==> src/rtl/fp9_addsub_ctrl_if.sv <==
// Operand-in / result-out handshake bundle for the fp9 add/sub controller.
interface fp9_addsub_ctrl_if;
    logic       in_valid;
    logic       in_ready;
    logic [8:0] in_a;
    logic [8:0] in_b;
    logic       in_sub;
    logic       out_valid;
    logic       out_ready;
    logic [8:0] out_result;
    logic       out_overflow;
    logic       out_zero;

    // Upstream producer / downstream consumer side.
    modport master (
        output in_valid, in_a, in_b, in_sub, out_ready,
        input  in_ready, out_valid, out_result, out_overflow, out_zero
    );

    // Controller side.
    modport slave (
        input  in_valid, in_a, in_b, in_sub, out_ready,
        output in_ready, out_valid, out_result, out_overflow, out_zero
    );
endinterface

==> src/rtl/fp9_addsub_ctrl.sv <==
// Issue/capture controller around a combinational 9-bit float add/sub
// datapath: registers operands, holds them for a settle time, captures the
// datapath result with exception clean-up and presents it downstream.
module fp9_addsub_ctrl #(
    parameter int SETTLE_CYCLES = 2,
    parameter int SAT_ON_OVF    = 1,
    parameter int CNT_W         = 8
) (
    input  logic             clk50M,
    input  logic             rst,
    fp9_addsub_ctrl_if.slave bus,
    output logic [8:0]       add_a,
    output logic [8:0]       add_b,
    output logic             add_cin,
    input  logic [8:0]       add_sum,
    input  logic             add_overflow,
    input  logic             add_zero,
    output logic             busy,
    output logic [CNT_W-1:0] op_count
);

    typedef enum logic [1:0] {IDLE, SETTLE, HOLD} state_t;

    localparam logic [3:0] SETTLE_LOAD = 4'(SETTLE_CYCLES - 1);

    state_t     state;
    logic [3:0] settle_cnt;
    logic       accept;

    // Exact cancellation wins over overflow; overflow optionally saturates
    // the magnitude while keeping the datapath sign.
    function automatic logic [8:0] clean_result(input logic [8:0] sum,
                                                input logic       ovf,
                                                input logic       zero);
        if (zero)
            return 9'h000;
        else if (ovf && (SAT_ON_OVF != 0))
            return {sum[8], 8'hFF};
        else
            return sum;
    endfunction

    // A new pair can enter when idle, or when the held result leaves this cycle.
    assign bus.in_ready = (state == IDLE) | ((state == HOLD) & bus.out_ready);
    assign accept       = bus.in_valid & bus.in_ready;
    assign busy         = (state != IDLE);

    // Control FSM with registered datapath drive and result capture.
    always_ff @(posedge clk50M) begin
        if (rst) begin
            state            <= IDLE;
            settle_cnt       <= 4'd0;
            add_a            <= 9'h000;
            add_b            <= 9'h000;
            add_cin          <= 1'b0;
            bus.out_valid    <= 1'b0;
            bus.out_result   <= 9'h000;
            bus.out_overflow <= 1'b0;
            bus.out_zero     <= 1'b0;
            op_count         <= '0;
        end else begin
            if (accept) begin
                add_a      <= bus.in_a;
                add_b      <= bus.in_b;
                add_cin    <= bus.in_sub;
                settle_cnt <= SETTLE_LOAD;
            end
            case (state)
                IDLE: begin
                    if (accept)
                        state <= SETTLE;
                end
                SETTLE: begin
                    if (settle_cnt == 4'd0) begin
                        bus.out_result   <= clean_result(add_sum, add_overflow, add_zero);
                        bus.out_overflow <= add_overflow;
                        bus.out_zero     <= add_zero;
                        bus.out_valid    <= 1'b1;
                        state            <= HOLD;
                    end else begin
                        settle_cnt <= settle_cnt - 4'd1;
                    end
                end
                HOLD: begin
                    if (bus.out_ready) begin
                        op_count      <= op_count + 1'b1;
                        bus.out_valid <= 1'b0;
                        state         <= accept ? SETTLE : IDLE;
                    end
                end
                default: state <= IDLE;
            endcase
        end
    end

endmodule
==> src/flat_wrapper.sv <==
// flat-port wrapper written by rule: the top's interface ports become plain ports
module fp9_addsub_ctrl_flat 
#(
    parameter int SETTLE_CYCLES = 2,
    parameter int SAT_ON_OVF    = 1,
    parameter int CNT_W         = 8
)
  (clk50M, rst, add_a, add_b, add_cin, add_sum, add_overflow, add_zero, busy, op_count, bus_in_valid, bus_in_a, bus_in_b, bus_in_sub, bus_out_ready, bus_in_ready, bus_out_valid, bus_out_result, bus_out_overflow, bus_out_zero);
  fp9_addsub_ctrl_if bus_i ();
  input  logic clk50M;
  input  logic rst;
  output logic [8:0] add_a;
  output logic [8:0] add_b;
  output logic add_cin;
  input  logic [8:0] add_sum;
  input  logic add_overflow;
  input  logic add_zero;
  output logic busy;
  output logic [CNT_W-1:0] op_count;
  input wire logic [$bits(bus_i.in_valid)-1:0] bus_in_valid;
  input wire logic [$bits(bus_i.in_a)-1:0] bus_in_a;
  input wire logic [$bits(bus_i.in_b)-1:0] bus_in_b;
  input wire logic [$bits(bus_i.in_sub)-1:0] bus_in_sub;
  input wire logic [$bits(bus_i.out_ready)-1:0] bus_out_ready;
  output wire logic [$bits(bus_i.in_ready)-1:0] bus_in_ready;
  output wire logic [$bits(bus_i.out_valid)-1:0] bus_out_valid;
  output wire logic [$bits(bus_i.out_result)-1:0] bus_out_result;
  output wire logic [$bits(bus_i.out_overflow)-1:0] bus_out_overflow;
  output wire logic [$bits(bus_i.out_zero)-1:0] bus_out_zero;
  assign bus_i.in_valid = bus_in_valid;
  assign bus_i.in_a = bus_in_a;
  assign bus_i.in_b = bus_in_b;
  assign bus_i.in_sub = bus_in_sub;
  assign bus_i.out_ready = bus_out_ready;
  assign bus_in_ready = bus_i.in_ready;
  assign bus_out_valid = bus_i.out_valid;
  assign bus_out_result = bus_i.out_result;
  assign bus_out_overflow = bus_i.out_overflow;
  assign bus_out_zero = bus_i.out_zero;
  fp9_addsub_ctrl #(.SETTLE_CYCLES(SETTLE_CYCLES), .SAT_ON_OVF(SAT_ON_OVF), .CNT_W(CNT_W)) u_core (.clk50M(clk50M), .rst(rst), .bus(bus_i), .add_a(add_a), .add_b(add_b), .add_cin(add_cin), .add_sum(add_sum), .add_overflow(add_overflow), .add_zero(add_zero), .busy(busy), .op_count(op_count));
endmodule
==> config.mk <==
export PLATFORM = sky130hd
export DESIGN_NAME = fp9_addsub_ctrl_flat
export DESIGN_NICKNAME = d
export VERILOG_FILES = /design/src/rtl/fp9_addsub_ctrl_if.sv /design/src/rtl/fp9_addsub_ctrl.sv /design/src/flat_wrapper.sv
export SDC_FILE = /design/constraint.sdc
export NUM_CORES = 1
export LEC_CHECK = 0
export ABC_AREA = 1
export BUFFER_PORTS_ARGS = -buffer_cell sky130_fd_sc_hd__buf_2
export CAP_MARGIN = 20
export CORE_UTILIZATION = 40
export CTS_CLUSTER_SIZE = 12
export DETAILED_ROUTE_END_ITERATION = 10
export PLACE_DENSITY = 0.68
export REMOVE_ABC_BUFFERS = 1
export SYNTH_ARGS = -nofsm -noshare
export SYNTH_HDL_FRONTEND = slang
export SYNTH_SLANG_ARGS = --single-unit
==> constraint.sdc <==
create_clock -name clk50M -period 3.15 [get_ports clk50M]
set_input_delay 0.1575 -clock clk50M [delete_from_list [all_inputs] [get_ports clk50M]]
set_output_delay 0.1575 -clock clk50M [all_outputs]
set_load 0.02 [all_outputs]
# [Word level (Yosys, flattened, before mapping)]
# Cells that the tools add are included.
# Widths: inputs -> output; s select.
[word_totals] ff_bits=45 inputBits=34 output_inout_bits=41 word_cells=41
[classes] add_sub_neg=2 n_eq_ne=5 mux=13 n_bitwise=3 reduce_logical=8
[op_table] op="$mux 4" count=3
[op_table] op="$mux 9" count=1
[op_table] op="$add 8x1->8 const B" count=1
[op_table] op="$mux 8" count=1
[op_table] op="$mux 2" count=3
[op_table] op="$pmux 2 s3" count=1
[op_table] op="$reduce_and 3->1" count=2
[op_table] op="$logic_not 4->1" count=1
[op_table] op="$ne 2x1->1 const B" count=2
[op_table] op="$reduce_and 2->1" count=2
[op_table] op="$reduce_bool 2->1" count=2
[op_table] op="$sub 4x1->4 const B" count=1
[op_table] op="$mux 1" count=3
[op_table] op="$and 1x1->1" count=2
[op_table] op="$eq 2x1->1 const B" count=1
[op_table] op="$eq 2x2->1 const B" count=1
[op_table] op="$logic_not 2->1" count=1
[op_table] op="$ne 2x2->1 const B" count=1
[op_table] op="$pmux 1 s2" count=1
[op_table] op="$or 1x1->1" count=1

# [Logic depth before layout (Yosys ltp)]
# Gate-level depths: netlist (run 1).
[logic_depth] word_depth=7 depth_mapped=8 depth_no_buf=7

# [Least setup slack after synthesis (run 1)]
# No wires, ideal clock.
[synth_timing] path_type="flip-flop to flip-flop" start="register u_core.state[1]" end="register u_core.add_a[8]" setup_time_ns=0.116 arrival_time_ns=1.134 required_ns=3.034 slack_ns=1.900 path_stages_with_launch=6 n_path_buf=1 synth_period_minus_slack_ns=1.250 cell_sequence="dfxtp_1 > a21oi_2 > nand2_4 > buf_6 > o21ai_0 > nor2_1"
[synth_via] elab_chain_cells=4 elab_cells_between_ends=5 classes_between="eq/ne (1); bitwise (3); reduce/logical (1)"
[synth_lines] element="start: declaration" line="fp9_addsub_ctrl.sv:26" source="state_t state;"
[synth_lines] element="start signal: assignment" line="fp9_addsub_ctrl.sv:88" source="state <= accept ? SETTLE : IDLE;"
[synth_lines] element="$eq 2x2->1" line="fp9_addsub_ctrl.sv:44" source="assign bus.in_ready = (state == IDLE) | ((state == HOLD) & bus.out_ready);"
[synth_lines] element="$and 1x1->1" line="fp9_addsub_ctrl.sv:44"
[synth_lines] element="$or 1x1->1 (*)" line="fp9_addsub_ctrl.sv:44"
[synth_lines] element="net bus_in_ready" line="flat_wrapper.sv:25" source="output wire logic [$bits(bus_i.in_ready)-1:0] bus_in_ready;"
[synth_lines] element="$and 1x1->1 (*)" line="fp9_addsub_ctrl.sv:45" source="assign accept = bus.in_valid & bus.in_ready;"
[synth_lines] element="end signal: assignment" line="fp9_addsub_ctrl.sv:63" source="add_a <= bus.in_a;"
[synth_lines] element="end: declaration" line="fp9_addsub_ctrl.sv:12" source="output logic [8:0] add_a,"
# Mark *: on every way through the listed nets, which the timed path passes. The rest lies on a longest branch.
# A chain may end at the register's enable or synchronous reset.

# [Worst setup path after layout (run 1)]
[layout_timing] start="register u_core.settle_cnt[0]" end="register u_core.bus.out_result[8]"
[layout_via] elab_chain_cells=2
[layout_lines] element="start: declaration" line="fp9_addsub_ctrl.sv:27" source="logic [3:0] settle_cnt;"
[layout_lines] element="start signal: assignment" line="fp9_addsub_ctrl.sv:81" source="settle_cnt <= settle_cnt - 4'd1;"
[layout_lines] element="$logic_not 4->1" line="fp9_addsub_ctrl.sv:74" source="if (settle_cnt == 4'd0) begin"
[layout_lines] element="$reduce_and 2->1 (no line)"
[layout_lines] element="end signal: assignment" line="fp9_addsub_ctrl.sv:75" source="bus.out_result <= clean_result(add_sum, add_overflow, add_zero);"
[layout_lines] element="end: declaration" line="fp9_addsub_ctrl_if.sv:23" source="output in_ready, out_valid, out_result, out_overflow, out_zero"
# No other way between the ends.

==> impl_results.md, run 1 <==
* Hold buffer count at cts at 0
* Leakage at around 1.1 nW
* Maximum vdd ir drop at between 200 and 250 uV
* Data required, critical path at about 3.3 ns
* Worst Skew at roughly 0.0012 ns
* Per-instance average area after synthesis at 7.40 sq um
* Class of the most critical setup path: register to register
* Time the final worst path needs with I/O delays and setup at 1.54 ns
* WL final at 3.86 mm
* Total iterations of the first detailed-routing run at 4
* Global-route met3 utilization at 0.0592
* Number of setup violations in the final report at 0
* Slew HR at 0.551
* Met1 Use GR at 0.214
* Post-route clock period utilization at 0.489
* Reg2reg setup slack at 1.61 ns
* Fmax at between 600 and 700 MHz
* Area growth from synthesis to layout at 25.7%
* Floorplan die area at approximately 5000 sq um
* CP cell instances: inv_1 -> ha_1 -> nand2_1 -> nor2_2 -> inv_2 -> nand2_1 -> a21oi_1
* Starting DRT DRC Count at 73
* Run status: finished clean
* Total power divided by cell area at about 560 nW/um^2
* Share of synthesized area occupied by flip-flops and latches at 0.487
* PostCTS Resize Cnt at 0
* Total number of clock tree sinks at 45
* Number of instances in the placed design at between 300 and 400
* H-Tree Depth at 2
* Placeable Area at 4410 sq um
* Non-filler instance count after layout at around 370
* # port buffers at 74
* Critical-path cell with the highest stage delay: nor2_2
* Count of final max-slew check failures at 0
* Inserted Diodes at 0
* Number of max-capacitance violations reported at 0
* GRT Resource Usage Total at 0.170
* Setup crit start kind: register
* Via count of the first global-routing pass at about 1.5k
* Number of antenna violations at the first check in global routing at 0
* Count of vias placed by the detailed router at around 1.7k
* Number of cells produced by synthesis at 250
* Clock-pin slew reported for the worst setup and hold paths after clock tree synthesis at approximately 0.08 ns
* Unrepaired setup endpoints after global routing: no
* Count of nets left with antenna violations after detail routing at 0
* Global-route wire length before repair at roughly 6.7 mm
* Post-synthesis instance area at roughly 1900 sq um
* Initial Util at 0.419
* Number of nets in the finished design at roughly 360
* HP Class: primary input to register
* I/O pin cnt at 75
* WL per Instance at 10.4 microns
* Layout cells sized above 1 at 0.280
* Setup TNS at 0 ns
* Cell occurring most often along the worst timing path: nand2_1
* Number of setup buffers added after CTS at 0
* Die Span Y at around 70 microns
* Synth Register Bits at 45
* Worst Setup End Kind: register
* Buffer type at the clock tree root: clkbuf_8
* Global placer's final weighted congestion at ~0.80
* Num CTS Buffers at 5
* Maximum buffer depth of the clock tree at 2
* Met2 usage in global routing at 0.271
* Remaining DRCs at 0
* Number of warnings reported in the yosys synthesis log at 0
* Pin count of the biggest net entering global routing at 27
* Largest stage delay on the critical path at between 0.3 and 0.4 ns
* Via count normalized by instance count at ~4.7
* Routing layer with the top usage in global route: met2
* Count of unique library cells instantiated by Yosys at 26
* Maximum fanout encountered on the critical timing path at 13
* Overall die width at between 70 and 80 microns
* TritonCTS clock tree: built
* Arrival time at the worst endpoint at approximately 1.7 ns
* Clk_lat worst skew at ~0.3 ns
* Grt total ovfl at 0
* Detailed placement HPWL at approximately 2.7 mm
* Worst-margin pin slew at around 0.67 ns
* Number of hold-slack violations in the final timing report at 0
* Row count at 24
-- sequential cells by signal (all words and copies together), names as in the netlist --
register and cells:
u_core.add_a 9, u_core.add_b 9, u_core.add_cin 1, u_core.bus.out_overflow 1, u_core.bus.out_result 9, u_core.bus.out_valid 1, u_core.bus.out_zero 1, u_core.op_count 8
u_core.settle_cnt 4, u_core.state 2
-- power by group --
group          switching (mW)  internal [mW]
Sequential             0.0214          0.608
Clock                   0.187          0.258
Combinational           0.146         0.0784
-- stage by stage --
stage                     setup slack (ns)  hold slack, ns  cell area [sq um]  utilization  power, mW
after floorplan                       1.83           0.227               1770            -      0.785
after global placement                1.64           0.392               2210        0.501      0.867
after detailed placement              1.61           0.401               2210        0.501      0.870
after CTS                             1.59          0.0843               2330        0.527       1.32
after global routing                  1.43           0.121               2330        0.527       1.37
final                                 1.61          0.0911               2330        0.527       1.30
-- layout make-up --
type	count	area [sq um]
fill	426	2090
sequential	45	901
multi-input combinational	174	793
timing repair buffer	74	370
clock buffer	7	86.3
inverter	20	80.1
tap	52	65.1
clock inverter	1	30.0
-- worst max-delay path: cells and delay by family, from the launching register on --
kind | cells | cell delay, ns
buf+inv | 2 | 0.31
flops | 1 | 0.31
compound gates | 1 | 0.06
fa+ha+maj | 1 | 0.19
simple gates | 3 | 0.55
-- cell families after synthesis --
family / Yosys count / share of synthesized area
xor gates and xnor gates: 3 / 0.0142
buffers and inverters: 31 / 0.0845
DFF: 45 / 0.487
and+or+nand+nor: 124 / 0.276
AOI/OAI and AO/OA: 45 / 0.125
adders and majority gates: 2 / 0.0135
-- placed cells by master (no fill, tap or decap) --
| master | Yosys | routed |
|---|---|---|
| dfxtp_1 | 45 | 45 |
| nand3_2 | 1 | 1 |
| nand2_1 | 39 | 39 |
| o21ai_0 | 18 | 18 |
| nor2_1 | 69 | 69 |
| inv_1 | 16 | 16 |
| bufinv_16 | 0 | 1 |
| o21a_1 | 1 | 1 |
| nor2_2 | 1 | 1 |
| clkinv_4 | 1 | 1 |
| nand3b_1 | 1 | 1 |
| nand3_1 | 8 | 8 |
| nand4_1 | 3 | 3 |
| buf_2 | 1 | 74 |
| o21ai_1 | 4 | 4 |
| a21oi_1 | 21 | 21 |
| nor2_4 | 1 | 1 |
| clkbuf_1 | 4 | 1 |
| nand2_4 | 1 | 1 |
| inv_2 | 3 | 3 |
| a21oi_2 | 1 | 1 |
| clkbuf_8 | 0 | 6 |
| ha_1 | 2 | 2 |
| xor2_1 | 3 | 3 |
-- cell usage after synthesis --
master	n	area share
nor2_4	1	0.0061
buf_1	1	0.0020
ha_1	2	0.014
clkinv_4	1	0.0047
inv_1	16	0.032
nand3_1	8	0.022
a21oi_1	21	0.057
o21ai_1	4	0.011
nand2_4	1	0.0061
nand2_1	39	0.079
buf_2	1	0.0027
clkbuf_1	4	0.0081
buf_4	2	0.0081
buf_6	2	0.012
a21oi_2	1	0.0047
nor2_1	69	0.14
nor2_2	1	0.0034
buf_8	1	0.0081
nand3_2	1	0.0054
nand3b_1	1	0.0041
nand4_1	3	0.010
xor2_1	3	0.014
inv_2	3	0.0061
o21ai_0	18	0.049
o21a_1	1	0.0041
dfxtp_1	45	0.49
-- routing by layer --
metal,up-vias,wire length (microns)
met4,0,43
met5,-,0
met3,6,318
li1,928,-
met2,70,1660
met1,741,1850
-- path summary, 6_finish.rpt --
kind,end,cells after the start,from
hold / removal,u_core.add_a[7]$_SDFFE_PP0P_,3,bus_in_a[7]
hold reg to reg,u_core.bus.out_result[5]$_SDFFE_PP0P_,2,u_core.bus.out_result[5]$_SDFFE_PP0P_
setup reg to reg,u_core.bus.out_result[8]$_SDFFE_PP0P_,7,u_core.settle_cnt[0]$_SDFF_PP0_
setup / recovery,u_core.bus.out_result[8]$_SDFFE_PP0P_,7,u_core.settle_cnt[0]$_SDFF_PP0_
Note: power is estimated with default switching activity, not from simulation.
==> run 2: changes to the inputs <==
==> constraint.sdc (replaced) <==
create_clock -name clk50M -period 1.6 [get_ports clk50M]
set_input_delay 0.08 -clock clk50M [delete_from_list [all_inputs] [get_ports clk50M]]
set_output_delay 0.08 -clock clk50M [all_outputs]
set_load 0.02 [all_outputs]
==> run 2 against run 1 <==
Effect of this change:
- global-route usage hardly changed
- final cell count up 0.80%
- non-clock buffer count rose by 3
- via count rose by 0.57%
- highest routed layer unchanged
- cell area grew 0.32%
- clock power grew 70%
- first-iteration DRC count grew 77%
- hold slack worse by 0.074 ns
==> impl_results.md, run 2 (synthesis results as in run 1) <==
* Number of antenna violations at the first check in global routing at 0
* Global placer's final weighted congestion at between 0.7 and 0.8
* HP Class: primary input to register
* PnR Total Power at between 2 and 2.5 mW
* GRT Resource Usage Total at 0.170
* Total power divided by cell area at about 1000 nW/um^2
* WL per Instance at between 10 and 15 microns
* Arrival time at the worst endpoint at between 1.5 and 2 ns
* Number of instances in the placed design at approximately 370
* Num CTS Buffers at 5
* Count of vias placed by the detailed router at 1,755
* Data required, critical path at approximately 1.8 ns
* Detailed placement HPWL at about 2.7 mm
* Layout cells sized above 1 at 0.290
* Inserted Diodes at 0
* Maximum vdd ir drop at 398 uV
* Maximum buffer depth of the clock tree at 2
* Non-filler instance count after layout at ~380
* Row count at 24
* Remaining DRCs at 0
* Via count normalized by instance count at between 4 and 5
* Worst-margin pin slew at ~0.26 ns
* Total of fill cells in the finished design at about 420
* Area growth from synthesis to layout at 26.1%
* Most used cells in the layout excluding fill and tap cells: buf_2 (74), nor2_1 (69), dfxtp_1 (45)
* Global-route wire length before repair at about 6.8 mm
* Initial Util at 0.419
* Count of nets left with antenna violations after detail routing at 0
* Unrepaired setup endpoints after global routing: no
* Count of final max-slew check failures at 0
* Time the final worst path needs with I/O delays and setup at 1.36 ns
* Reg2reg setup slack at between 0.2 and 0.25 ns
* Total iterations of the first detailed-routing run at 4
* I/O pin cnt at 75
* Clk_lat worst skew at 0.29 ns
* Largest registers: u_core.add_a (9), u_core.add_b (9), u_core.bus.out_result (9)
* Pin count of the biggest net entering global routing at 27
* Number of max-capacitance violations reported at 0
* Setup TNS at 0 ns
* Post-route clock period utilization at 0.849
* Leakage at between 1 and 1.5 nW
* PostCTS Resize Cnt at 0
* Class of the most critical setup path: register to register
* Maximum fanout encountered on the critical timing path at 7
* Number of hold-slack violations in the final timing report at 0
* Placeable Area at approximately 4400 sq um
* Overall die width at about 70 microns
* Worst Setup End Kind: register
* Starting DRT DRC Count at about 130
* Floorplan die area at between 4000 and 5000 sq um
* Number of setup buffers added after CTS at 0
* Worst Skew at around 0.0058 ns
* H-Tree Depth at 2
* Grt total ovfl at 0
* Area of all placed cells without fillers at approximately 2300 sq um
* Util after Layout at 0.529
* Setup crit start kind: register
* Clock-pin slew reported for the worst setup and hold paths after clock tree synthesis at ~0.08 ns
* Buffer type at the clock tree root: clkbuf_8
* Total number of clock tree sinks at 45
* Number of setup violations in the final report at 0
* Slew HR at 0.824
* Placed cell area at roughly 2200 sq um
* Most common library cell in the layout ignoring fill and taps: buf_2
* Hold buffer count at cts at 0
* Number of nets in the finished design at roughly 360
* WL final at a little under 4 mm
* TritonCTS clock tree: built
* # port buffers at 74
* Die Span Y at 70.0 microns
* Run status: finished clean
* Via count of the first global-routing pass at roughly 1.6k
* Fmax at roughly 740 MHz
[run 2: cell count changes in the layout (fill, tap and decap cells not counted)]
cell,change
buf_4,+3
bufinv_16,-1
clkbuf_1,-1
clkbuf_8,+1
clkinv_2,+1
[run 2: cell type report]
class / count / area, sq um / area share
clock buffers: 7 / 96.3 / 0.0413
well taps: 52 / 65.1 / 0.0279
clock inverters: 1 / 5.00 / 0.00214
repair buffers: 77 / 393 / 0.168
flip-flops and latches: 45 / 901 / 0.386
inverters: 20 / 80.1 / 0.0343
multi-input cells: 174 / 793 / 0.340
[run 2: power by group]
group / total [mW] / leakage [nW] / internal [mW] / switching, mW
clock: 0.757 / 0.0542 / 0.390 / 0.367
sequential: 1.24 / 0.369 / 1.20 / 0.0408
combinational: 0.449 / 0.729 / 0.161 / 0.288
total: 2.44 / 1.15 / 1.75 / 0.696
[run 2: through the flow]
step	setup WS [ns]	hold WS [ns]
3_3_place_gp	0.305	0.315
2_1_floorplan	0.278	0.149
6_report	0.241	0.0169
5_1_grt	0.0848	0.0491
4_1_cts	0.232	0.00695
3_5_place_dp	0.247	0.323
[run 2: final timing paths]
kind | startpoint | end | depth (start not counted)
hold / removal | bus_in_a[7] | u_core.add_a[7]$_SDFFE_PP0P_ | 3
setup / recovery | u_core.settle_cnt[0]$_SDFF_PP0_ | u_core.bus.out_result[3]$_SDFFE_PP0P_ | 7
setup reg to reg | u_core.settle_cnt[0]$_SDFF_PP0_ | u_core.bus.out_result[3]$_SDFFE_PP0P_ | 7
hold reg to reg | u_core.bus.out_result[7]$_SDFFE_PP0P_ | u_core.bus.out_result[7]$_SDFFE_PP0P_ | 2
[run 2: critical path: stages, from the launching register on]
cell     delay [ns]
dfxtp_1        0.31
inv_1          0.09
ha_1           0.19
nand2_1        0.08
nor2_2         0.22
buf_4          0.20
nand2_1        0.05
a21oi_1        0.14
[run 2: layer usage]
| layer | wire length [microns] | global-route usage |
|---|---|---|
| met5 | 0 | 0 |
| met1 | 1910 | 0.216 |
| met2 | 1620 | 0.268 |
| met3 | 304 | 0.0577 |
| met4 | 55 | 0.0600 |
==> run 3: changes to the inputs <==
--- a/config.mk
+++ b/config.mk
@@ -11,7 +11,7 @@
 export CORE_UTILIZATION = 40
 export CTS_CLUSTER_SIZE = 12
 export DETAILED_ROUTE_END_ITERATION = 10
-export PLACE_DENSITY = 0.68
+export PLACE_DENSITY = 0.71
 export REMOVE_ABC_BUFFERS = 1
 export SYNTH_ARGS = -nofsm -noshare
 export SYNTH_HDL_FRONTEND = slang
==> constraint.sdc (replaced) <==
create_clock -name clk50M -period 1.2 [get_ports clk50M]
set_input_delay 0.06 -clock clk50M [delete_from_list [all_inputs] [get_ports clk50M]]
set_output_delay 0.06 -clock clk50M [all_outputs]
set_load 0.02 [all_outputs]
==> run 3 against run 2 <==
Effect of this change:
- the run now ends with hold timing left
- routed wire length is 11% higher
- global-route usage is 1.7 points higher
- sequential share of layout area is 4.2 points lower
- combinational power is 69% higher
- non-clock buffer count is 20 higher
- final cell count is 5.6% higher
- first-iteration DRC count is 42% lower
- cell area is 14% higher
- clock power is 57% higher
- flip-flop and latch count stayed put
- sequential power is 33% higher
- critical path type is now register to output pin
- largest cell class unchanged
- largest power group unchanged
==> impl_results.md, run 3 (synthesis results as in run 1) <==
* Run status: finished, violations left
* Violations in the final reports: hold timing
* Inserted Diodes at 0
* Number of hold-slack violations in the final timing report at 5
* HP Class: primary input to register
* Buffer type at the clock tree root: clkbuf_8
* I/O pin cnt at 75
* Hold Worst Slack at -0.00532 ns
* Layout cells sized above 1 at 0.380
* Overall die width at roughly 70 microns
* Clk_lat worst skew at roughly 0.30 ns
* Number of antenna violations at the first check in global routing at 0
* H-Tree Depth at 2
* Starting DRT DRC Count at 75
* Worst Setup End Kind: output pin
* Cell count of the worst reg-to-reg path at 6
* Total number of clock tree sinks at between 40 and 50
* Maximum vdd ir drop at roughly 620 uV
* Remaining DRCs at 0
* GRT Resource Usage Total at 0.187
* Largest registers: u_core.add_a (9), u_core.add_b (9), u_core.bus.out_result (9)
* Count of final max-slew check failures at 0
* Data required, critical path at around 1.1 ns
* Placeable Area at 4410 sq um
* Global placer's final weighted congestion at between 0.8 and 0.9
* Pin count of the biggest net entering global routing at 21
* Count of nets left with antenna violations after detail routing at 0
* Worst Skew at approximately 0.011 ns
* Placed cell area at roughly 2300 sq um
* Most used cells in the layout excluding fill and tap cells: buf_2 (73), nor2_1 (67), dfxtp_1 (39)
* Detailed placement HPWL at approximately 2.8 mm
* Via count of the first global-routing pass at 1,634
* Number of max-capacitance violations reported at 0
* Slew HR at 0.810
* Number of nets in the finished design at 380
* Count of vias placed by the detailed router at between 1.5k and 2k
* # port buffers at 74
* Number of instances in the placed design at 377
* Die Span Y at 70.0 microns
* Non-filler instance count after layout at between 300 and 400
* HP Start: bus_in_a[2]
* Maximum buffer depth of the clock tree at 2
* Initial Util at 0.419
* Critical R2R Launch: u_core.state[1]$_SDFFE_PP0P_
* Area growth from synthesis to layout at 43.7%
* Setup crit start kind: register
* Num CTS Buffers at 5
* Class of the most critical setup path: register to output pin
* Time the final worst path needs with I/O delays and setup at 1.15 ns
* Grt total ovfl at 0
* Leakage at 1.27 nW
* Maximum fanout encountered on the critical timing path at 4
* WL per Instance at about 11 microns
* Floorplan die area at between 4000 and 5000 sq um
* Worst setup slack after placement at -0.0650 ns
* Minimum setup slack in the final design at ~0.048 ns
* Reg-to-reg critical path endpoint: u_core.settle_cnt[1]$_SDFF_PP0_
* Worst Hold Path Cells at 3
* Total iterations of the first detailed-routing run at 4
* Post-route clock period utilization at 0.960
* Fmax at 868 MHz
* Total of fill cells in the finished design at ~400
* Unrepaired setup endpoints after global routing: yes
* Clock-pin slew reported for the worst setup and hold paths after clock tree synthesis at 0.09 ns
* TritonCTS clock tree: built
* Setup TNS at 0 ns
* Row count at 24
* Global-route wire length before repair at between 7 and 8 mm
* Reg2reg setup slack at ~0.048 ns
* Arrival time at the worst endpoint at about 1.1 ns
* Area of all placed cells without fillers at approximately 2700 sq um
* Number of setup violations in the final report at 0
* WL final at 4.32 mm
* Worst min-delay path endpoint: u_core.add_a[2]$_SDFFE_PP0P_
* Worst-margin pin slew at about 0.28 ns
* Most common library cell in the layout ignoring fill and taps: buf_2
* Via count normalized by instance count at 4.64
* Total power divided by cell area at 1360 nW/um^2
==> run 3: cell types whose count changed in the layout (fill, tap and decap cells not counted), sizes merged <==
| cell | change |
|---|---|
| nand2 | +1 |
| clkinv | -1 |
| dlygate4sd3 | +4 |
| buf | +16 |
| bufinv | +1 |
==> run 3: worst max-delay path by stage <==
stage / startpoint / endpoint / slack [ns] / cells past startpoint
after floorplan: u_core.settle_cnt[0]$_SDFF_PP0_ / u_core.bus.out_overflow$_SDFFE_PP0P_ / -0.12 / 7
after global placement: u_core.state[1]$_SDFFE_PP0P_ / u_core.add_b[2]$_SDFFE_PP0P_ / -0.005 / 5
after global routing: u_core.op_count[0]$_SDFFE_PP0P_ / u_core.op_count[7]$_SDFFE_PP0P_ / -0.03 / 7
after detailed placement: u_core.settle_cnt[0]$_SDFF_PP0_ / u_core.bus.out_zero$_SDFFE_PP0P_ / -0.06 / 7
after CTS: u_core.state[1]$_SDFFE_PP0P_ / u_core.add_b[1]$_SDFFE_PP0P_ / 0.003 / 6
final: u_core.state[1]$_SDFFE_PP0P_ / bus_in_ready / 0.05 / 3
==> run 3: metal layers <==
metal / part of all wire / GRT usage / vias up / routed length (microns)
met5: 0 / 0 / - / 0
met4: 0.017 / 0.100 / 0 / 72
met3: 0.069 / 0.0505 / 6 / 300
met2: 0.44 / 0.291 / 63 / 1910
met1: 0.47 / 0.236 / 796 / 2040
li1: - / - / 978 / -
==> run 3: area by class of cell <==
| class | count | area [sq um] | area share |
|---|---|---|---|
| Clock inverter | 1 | 30.0 | 0.0113 |
| Clock buffer | 7 | 86.3 | 0.0325 |
| Multi-Input combinational cell | 175 | 893 | 0.336 |
| Inverter | 20 | 90.1 | 0.0339 |
| Tap cell | 52 | 65.1 | 0.0245 |
| Timing Repair Buffer | 97 | 579 | 0.218 |
| Sequential cell | 45 | 916 | 0.344 |
==> run 3: power by group <==
part | internal [mW] | leakage [nW] | switching, mW | total (mW)
sequential | 1.60 | 0.372 | 0.0572 | 1.65
combinational | 0.311 | 0.844 | 0.448 | 0.760
clock | 0.679 | 0.0585 | 0.513 | 1.19
total | 2.59 | 1.27 | 1.02 | 3.60
==> run 3: repair_timing <==
action                     CTS  global route
setup buffers                3             4
hold buffers                 4             0
pin swaps                    6            13
cloned                       1             0
setup endpoints to repair   34            39
resized for setup            9            39
hold endpoints to repair     4             0
==> run 3: per-stage QoR <==
step	hold slack, ns	power [mW]	utilization
6_report	-0.00532	3.60	0.603
5_1_grt	0.00663	3.80	0.603
4_1_cts	0.00150	3.57	0.572
3_5_place_dp	0.305	2.33	0.524
3_3_place_gp	0.294	2.32	0.524
2_1_floorplan	0.129	2.06	-
==> run 3: critical path, stage by stage (launching register included) <==
cell	delay, ns
dfxtp_4	0.37
a21oi_4	0.16
buf_4	0.13
buf_4	0.13
